[src/rtl/buffer_write_arbiter_pkg.sv]
// Shared types and helpers for the buffer write arbiter: FSM state encoding
// and the winner-index width derived from the number of producers.
package buffer_write_arbiter_pkg;

  typedef enum logic [1:0] {
    IDLE      = 2'b00,
    GRANT     = 2'b01,
    WRITE     = 2'b10,
    WAIT_ROOM = 2'b11
  } arb_state_t;

  // Index width for NUM_REQ producers, i.e. $clog2(NUM_REQ), never below one bit.
  function automatic int idx_width(input int num_req);
    return (num_req > 1) ? $clog2(num_req) : 1;
  endfunction

endpackage

[src/rtl/buffer_write_arbiter_rr_priority_picker.sv]
// Combinational round-robin search: the first requester found scanning
// last+1, last+2, ... modulo NUM_REQ.
module rr_priority_picker
  import buffer_write_arbiter_pkg::*;
#(
  parameter int NUM_REQ = 4,
  parameter int IDX_W   = idx_width(NUM_REQ)
) (
  input  logic [NUM_REQ-1:0] req,
  input  logic [IDX_W-1:0]   last,
  output logic               any,
  output logic [IDX_W-1:0]   win
);

  // Scan from the farthest candidate down to last+1 so the nearest one wins.
  always_comb begin
    int cand;
    win  = '0;
    cand = 0;
    for (int k = NUM_REQ; k >= 1; k--) begin
      cand = (int'(last) + k) % NUM_REQ;
      if (req[IDX_W'(cand)]) begin
        win = IDX_W'(cand);
      end
    end
  end

  assign any = |req;

endmodule

[src/rtl/buffer_write_arbiter.sv]
// Round-robin arbiter sharing the buffer's single write port between
// NUM_REQ producers; once a producer is granted its write always completes.
//
// state     | meaning
// ----------+----------------------------------------------------------
// IDLE      | no transaction; pick the next requester in round-robin order
// GRANT     | winner selected for one cycle; its word is captured on exit
// WAIT_ROOM | buffer full; hold grant until full is sampled low
// WRITE     | buff_w and ack pulse for one cycle; winner becomes 'last'
module buffer_write_arbiter
  import buffer_write_arbiter_pkg::*;
#(
  parameter int NUM_REQ    = 4,
  parameter int DATA_WIDTH = 16
) (
  input  logic                          clk,
  input  logic                          rst,
  input  logic [NUM_REQ-1:0]            req,
  input  logic [NUM_REQ*DATA_WIDTH-1:0] wdata,
  input  logic                          full,
  output logic [NUM_REQ-1:0]            grant,
  output logic [NUM_REQ-1:0]            ack,
  output logic                          buff_w,
  output logic [DATA_WIDTH-1:0]         buff_wdata,
  output logic                          busy
);

  localparam int IDX_W = idx_width(NUM_REQ);

  arb_state_t             state;
  logic [IDX_W-1:0]       win;
  logic [IDX_W-1:0]       last;
  logic [IDX_W-1:0]       pick;
  logic                   pick_any;
  logic [DATA_WIDTH-1:0]  win_word;

  rr_priority_picker #(
    .NUM_REQ (NUM_REQ),
    .IDX_W   (IDX_W)
  ) u_picker (
    .req  (req),
    .last (last),
    .any  (pick_any),
    .win  (pick)
  );

  function automatic logic [NUM_REQ-1:0] onehot(input logic [IDX_W-1:0] idx);
    logic [NUM_REQ-1:0] v;
    v = '0;
    for (int i = 0; i < NUM_REQ; i++) begin
      if (idx == IDX_W'(i)) v[i] = 1'b1;
    end
    return v;
  endfunction

  always_comb begin
    win_word = '0;
    for (int i = 0; i < NUM_REQ; i++) begin
      if (win == IDX_W'(i)) win_word = wdata[i*DATA_WIDTH +: DATA_WIDTH];
    end
  end

  // buff_wdata doubles as the capture register: loaded on leaving GRANT and
  // held through WAIT_ROOM, so a producer dropping req cannot disturb it.
  always_ff @(posedge clk) begin
    if (rst) begin
      state      <= IDLE;
      win        <= '0;
      last       <= IDX_W'(NUM_REQ - 1);
      grant      <= '0;
      ack        <= '0;
      buff_w     <= 1'b0;
      buff_wdata <= '0;
      busy       <= 1'b0;
    end else begin
      case (state)
        IDLE: begin
          if (pick_any) begin
            win   <= pick;
            grant <= onehot(pick);
            busy  <= 1'b1;
            state <= GRANT;
          end
        end
        GRANT: begin
          buff_wdata <= win_word;
          if (!full) begin
            buff_w <= 1'b1;
            ack    <= onehot(win);
            state  <= WRITE;
          end else begin
            state <= WAIT_ROOM;
          end
        end
        WAIT_ROOM: begin
          if (!full) begin
            buff_w <= 1'b1;
            ack    <= onehot(win);
            state  <= WRITE;
          end
        end
        WRITE: begin
          last   <= win;
          grant  <= '0;
          ack    <= '0;
          buff_w <= 1'b0;
          busy   <= 1'b0;
          state  <= IDLE;
        end
        default: state <= IDLE;
      endcase
    end
  end

endmodule

[config.mk]
export PLATFORM = sky130hd
export DESIGN_NAME = buffer_write_arbiter
export DESIGN_NICKNAME = d
export VERILOG_FILES = /design/src/rtl/buffer_write_arbiter_pkg.sv /design/src/rtl/buffer_write_arbiter_rr_priority_picker.sv /design/src/rtl/buffer_write_arbiter.sv
export SDC_FILE = /design/constraint.sdc
export NUM_CORES = 1
export LEC_CHECK = 0
export CAP_MARGIN = 25
export CORE_MARGIN = 1
export CORE_UTILIZATION = 65
export DETAILED_ROUTE_END_ITERATION = 12
export DONT_BUFFER_PORTS = 1
export GPL_TIMING_DRIVEN = 0
export PLACE_DENSITY = 0.81
export SLEW_MARGIN = 10
export SYNTH_ARGS = -nofsm -noshare
export SYNTH_HDL_FRONTEND = slang
export SYNTH_SLANG_ARGS = --single-unit
[constraint.sdc]
create_clock -name clk -period 2.42 [get_ports clk]
set_input_delay 0.242 -clock clk [delete_from_list [all_inputs] [get_ports clk]]
set_output_delay 0.242 -clock clk [all_outputs]
set_load 0.005 [all_outputs]
# After elaboration in Yosys (flattened, before gate mapping)
# Cells that the tools add are included.
[classes] bitwise=0 mul=0 n_reduce_logical=11 n_eq_ne=12 n_div=0 magnitude_cmp=4 addsub=4 mux=40 shifts=0
[op_table] cell="$mux 16" n=4
[op_table] cell="$mux 1" n=19
[op_table] cell="$lt 2x4->1 const B" n=4
[op_table] cell="$pmux 4 s2" n=2
[op_table] cell="$eq 2x2->1 const B" n=6
[op_table] cell="$mux 2" n=6
[op_table] cell="$bmux 1 s2" n=4
[op_table] cell="$mux 4" n=2
[op_table] cell="$pmux 2 s4" n=1
[op_table] cell="$reduce_and 2->1" n=4
[op_table] cell="$eq 2x1->1 const B" n=3
[op_table] cell="$logic_not 2->1" n=3
[op_table] cell="$ne 2x2->1 const B" n=3
[op_table] cell="$add 2x1->2 const B" n=2
[op_table] cell="$add 2x2->2 const B" n=2
[op_table] cell="$pmux 1 s2" n=2
[op_table] cell="$reduce_bool 2->1" n=2
[op_table] cell="$reduce_or 4->1" n=1
[op_table] cell="$reduce_or 2->1" n=1
[word_totals] mem_bits_ro=0 regBits=32 inputBits=71 output_inout_bits=26 ramBits=0 wordCells=79 latchBits=0 n_memories=0

# Longest topological paths before layout
[depth] ltp_word=12 depth_mapped=5 depth_no_buf=4

# Hierarchy
# Synthesis repeated with hierarchy kept, for this count alone.
[hier_totals] hier_cells=176 area_unflattened_um2=1707.9
[by_module_without_submodules] module="buffer_write_arbiter" instances=1 cells_per_inst=162 area_each_um2=1616.6 seq_area_each_um2=640.6
[by_module_without_submodules] module="rr_priority_picker" instances=1 cells_per_inst=14 area_each_um2=91.3 seq_area_each_um2=0.0

# Worst setup path after synthesis
# Ideal clock, no wire load.
[synth_timing] path_type="flip-flop to flip-flop" start="reg win[0]" end="reg buff_wdata[10]" stages_incl_launch_ff=5 path_buffers=1 slack_ns=1.119 synth_period_minus_slack_ns=1.301 setup_time_ns=0.132 required_time_ns=2.288 t_arrival_ns=1.169 path_cell_list="dfxtp_1 -> buf_4 -> mux4_2 -> nand2_1 -> a21oi_1"
[synth_via] elab_chain_cells=5 word_cells_on_any_way=8 cone_classes="eq/ne: 3; mux: 4; reduce/logical: 1"
[synth_rtl] element="from (decl)" line="buffer_write_arbiter.sv:31" source="logic [IDX_W-1:0] win;"
[synth_rtl] element="from (signal assigned)" line="buffer_write_arbiter.sv:79" source="win <= pick;"
[synth_rtl] element="$logic_not 2->1" line="buffer_write_arbiter.sv:59" source="if (win == IDX_W'(i)) win_word = wdata[i*DATA_WIDTH +: DATA_WIDTH];"
[synth_rtl] element="$mux 16 (3 in a row)" line="buffer_write_arbiter.sv:59"
[synth_rtl] element="$mux 16 (*)" line="buffer_write_arbiter.sv:59"
[synth_rtl] element="to (signal assigned)" line="buffer_write_arbiter.sv:86" source="buff_wdata <= win_word;"
[synth_rtl] element="to (decl)" line="buffer_write_arbiter.sv:24" source="output logic [DATA_WIDTH-1:0] buff_wdata,"
# Every way passes the cells marked *; elsewhere a longest branch is shown, timed or not.
# A chain may end at the register's enable or synchronous reset.

# Worst setup path in the final report
[layout_timing] start="reg win[0]" end="reg buff_wdata[7]"
# The elaborated chain is that of the path after synthesis.

==> flow_metrics.tcl <==
set metrics [dict create \
    holdWs_ns 0.0806 \
    firstDrtPassIters 4 \
    syn2layout_area_growth_pct 7.87 \
    place_area_um2 1720 \
    grt_pass1_vias 1251 \
    io_buffer_count 0 \
    period_needed_ns 1.44 \
    ant_nets 0 \
    io_pins 97 \
    cts-root-buf "clkbuf_4" \
    crit_required_ns 2.64 \
    cts_sinks 32 \
    post_cts_buffers 0 \
    drt_iter0_drc 18 \
    dieArea_um2 2800 \
    vias 1334 \
    dpl_worst_slack_ns 0.990 \
    cp.arrival_ns 1.66 \
    vias_per_cell 6.41 \
    critPathSlowestCell "mux4_2" \
    clock.fmax_mhz 695 \
    nets 248 \
    cp-start-kind "flip-flop" \
    antenna_found_initial 0 \
    clk_path_buf_depth 2 \
    path_class "flip-flop to flip-flop" \
    postSynth.asyncResetShare_pct 0 \
    cts_max_level 2 \
    wl_per_cell_um 18.1 \
    cp_slowest_stage_delay_ns 0.53 \
    clk-insertion-delay-late_ns 0.34 \
    hold_path.class "input pin to flip-flop" \
    worstMarginPinSlew_ns 0.456 \
    drt-total-wl_mm 3.77 \
    grt_pass1_wl_mm 5.55 \
    final_area_um2 1820 \
    cts_tree "built" \
    grt_max_degree 11 \
    syn_avg_cell_area_um2 9.91 \
    power.density_nw_per_um2 742 \
    drive_gt1_share_pct 22.5 \
    antennaDiodeCount 0 \
    die_x_um 52.9 \
    post_cts_resize_count 0 \
    worstPathMaxFanout 10 \
    cts_made_buffers 5 \
    hold_viol_final 0 \
    period_share_pct 59.4 \
    slew_violations 0 \
    yosys_most_used_dff "dfxtp_1" \
    power_leakage_nw 0.627 \
    worst_slack_ns 0.982 \
    run_status "complete, no violations" \
    fin_util_pct 74.1 \
    ys_ff_latch 32 \
    layout_commonest_cell "nand2_1" \
    syn_area_um2 1690 \
    drv_cap 0 \
    synthCells 170 \
    cp-end-kind "flip-flop" \
    core_um2 2450 \
    skew_ns 0.00678 \
    rsz0062_at_grt "false" \
    dp_hpwl_mm 2.90 \
    path_cells "buf_4, mux4_2, nand2_1, a21oi_1" \
    route.detailed.drc 0 \
    holdBufCountCts 0 \
    grt_usage_pct 29.1 \
    initial_utilization_pct 68.7 \
    final_cell_mix "nand2_1, dfxtp_1, a21oi_1" \
    clkTransAtPathRegs_ns 0.10 \
    ys_seq_area_share_pct 38.0 \
    finalSetupViolations 0 \
    slew_headroom_pct 69.6 \
    setup_tns_ns 0 \
    ir_drop_mv 0.577 \
    num-fill-cells 199 \
    synth-edff-count 0 \
    row_count 18 \
    synthesis.nets 241 \
    grt_remaining_overflow 0 \
    die_height_um 52.9 \
    synth_warnings 0 \
    gp_congestion 0.761 \
    yosysUniqueCellTypes 32 \
]
## cell type report
cell class / instances / area, um^2 / area share, %
Sequential cell: 32 / 641 / 35.2
Clock buffer: 7 / 65.1 / 3.58
Inverter: 3 / 11.3 / 0.619
Multi-Input combinational cell: 122 / 951 / 52.3
Buffer: 13 / 82.6 / 4.54
Clock inverter: 1 / 30.0 / 1.65
Tap cell: 30 / 37.5 / 2.06
## synth_stat cells (all sizes together) (2+ instances only)
cell type	instances	area [um^2]
nand2	38	143
dfxtp	32	641
a21oi	23	115
mux4	16	360
buf	10	71.3
nor2	9	50.1
o21ai	6	30.0
nand2b	5	31.3
nand4b	4	35.0
a211o	3	26.3
clkbuf	3	11.3
inv	3	11.3
a211oi	2	20.0
nand4	2	12.5
nor2b	2	12.5
## worst paths after layout
path,startpoint,to,slack [ns],depth (start not counted)
setup / recovery,win[0],buff_wdata[7],0.98,4
hold / removal,rst,grant[2],0.08,2
setup reg to reg,win[0],buff_wdata[7],0.98,4
hold reg to reg,ack[2],ack[2],0.48,2
## metrics by stage
step	instances	power [mW]
global route	208	1.41
finish	208	1.35
detailed placement	200	0.896
CTS	208	1.35
global placement	200	0.885
floorplan	170	0.847
## cells by family (layout without fill, tap and decap cells)
group	Yosys count	in the layout	share of synthesized area, %
compound gates	39	39	15.0
simple gates	67	67	20.0
mux	16	16	21.4
flops	32	32	38.0
buf+inv	16	24	5.57
## flip-flops by register name, summed over array words and instances, names as in the netlist
| register | flops |
|---|---|
| buff_w | 1 |
| last | 2 |
| ack | 4 |
| win | 2 |
| buff_wdata | 16 |
| busy | 1 |
| grant | 4 |
| state | 2 |
## per-layer routing
| layer | vias up | track usage [%] | part of all wire (%) |
|---|---|---|---|
| li1 | 635 | - | - |
| met1 | 617 | 29.6 | 39 |
| met2 | 76 | 53.2 | 51 |
| met3 | 6 | 12.4 | 8.8 |
| met4 | 0 | 8.77 | 1.4 |
| met5 | - | 0 | 0 |
## report_power, final
group          internal [mW]  total [mW]  switching (mW)
registers              0.572       0.612          0.0402
logic                  0.140       0.272           0.132
clock network          0.274       0.465           0.191
total                  0.986        1.35           0.363
## critical path, delay by kind of cell (launching register included)
family | cells | cell delay (ns)
simple gates | 1 | 0.08
mux | 1 | 0.53
buf+inv | 1 | 0.24
flops | 1 | 0.40
compound gates | 1 | 0.05
Power figures use the tool's default switching activity.
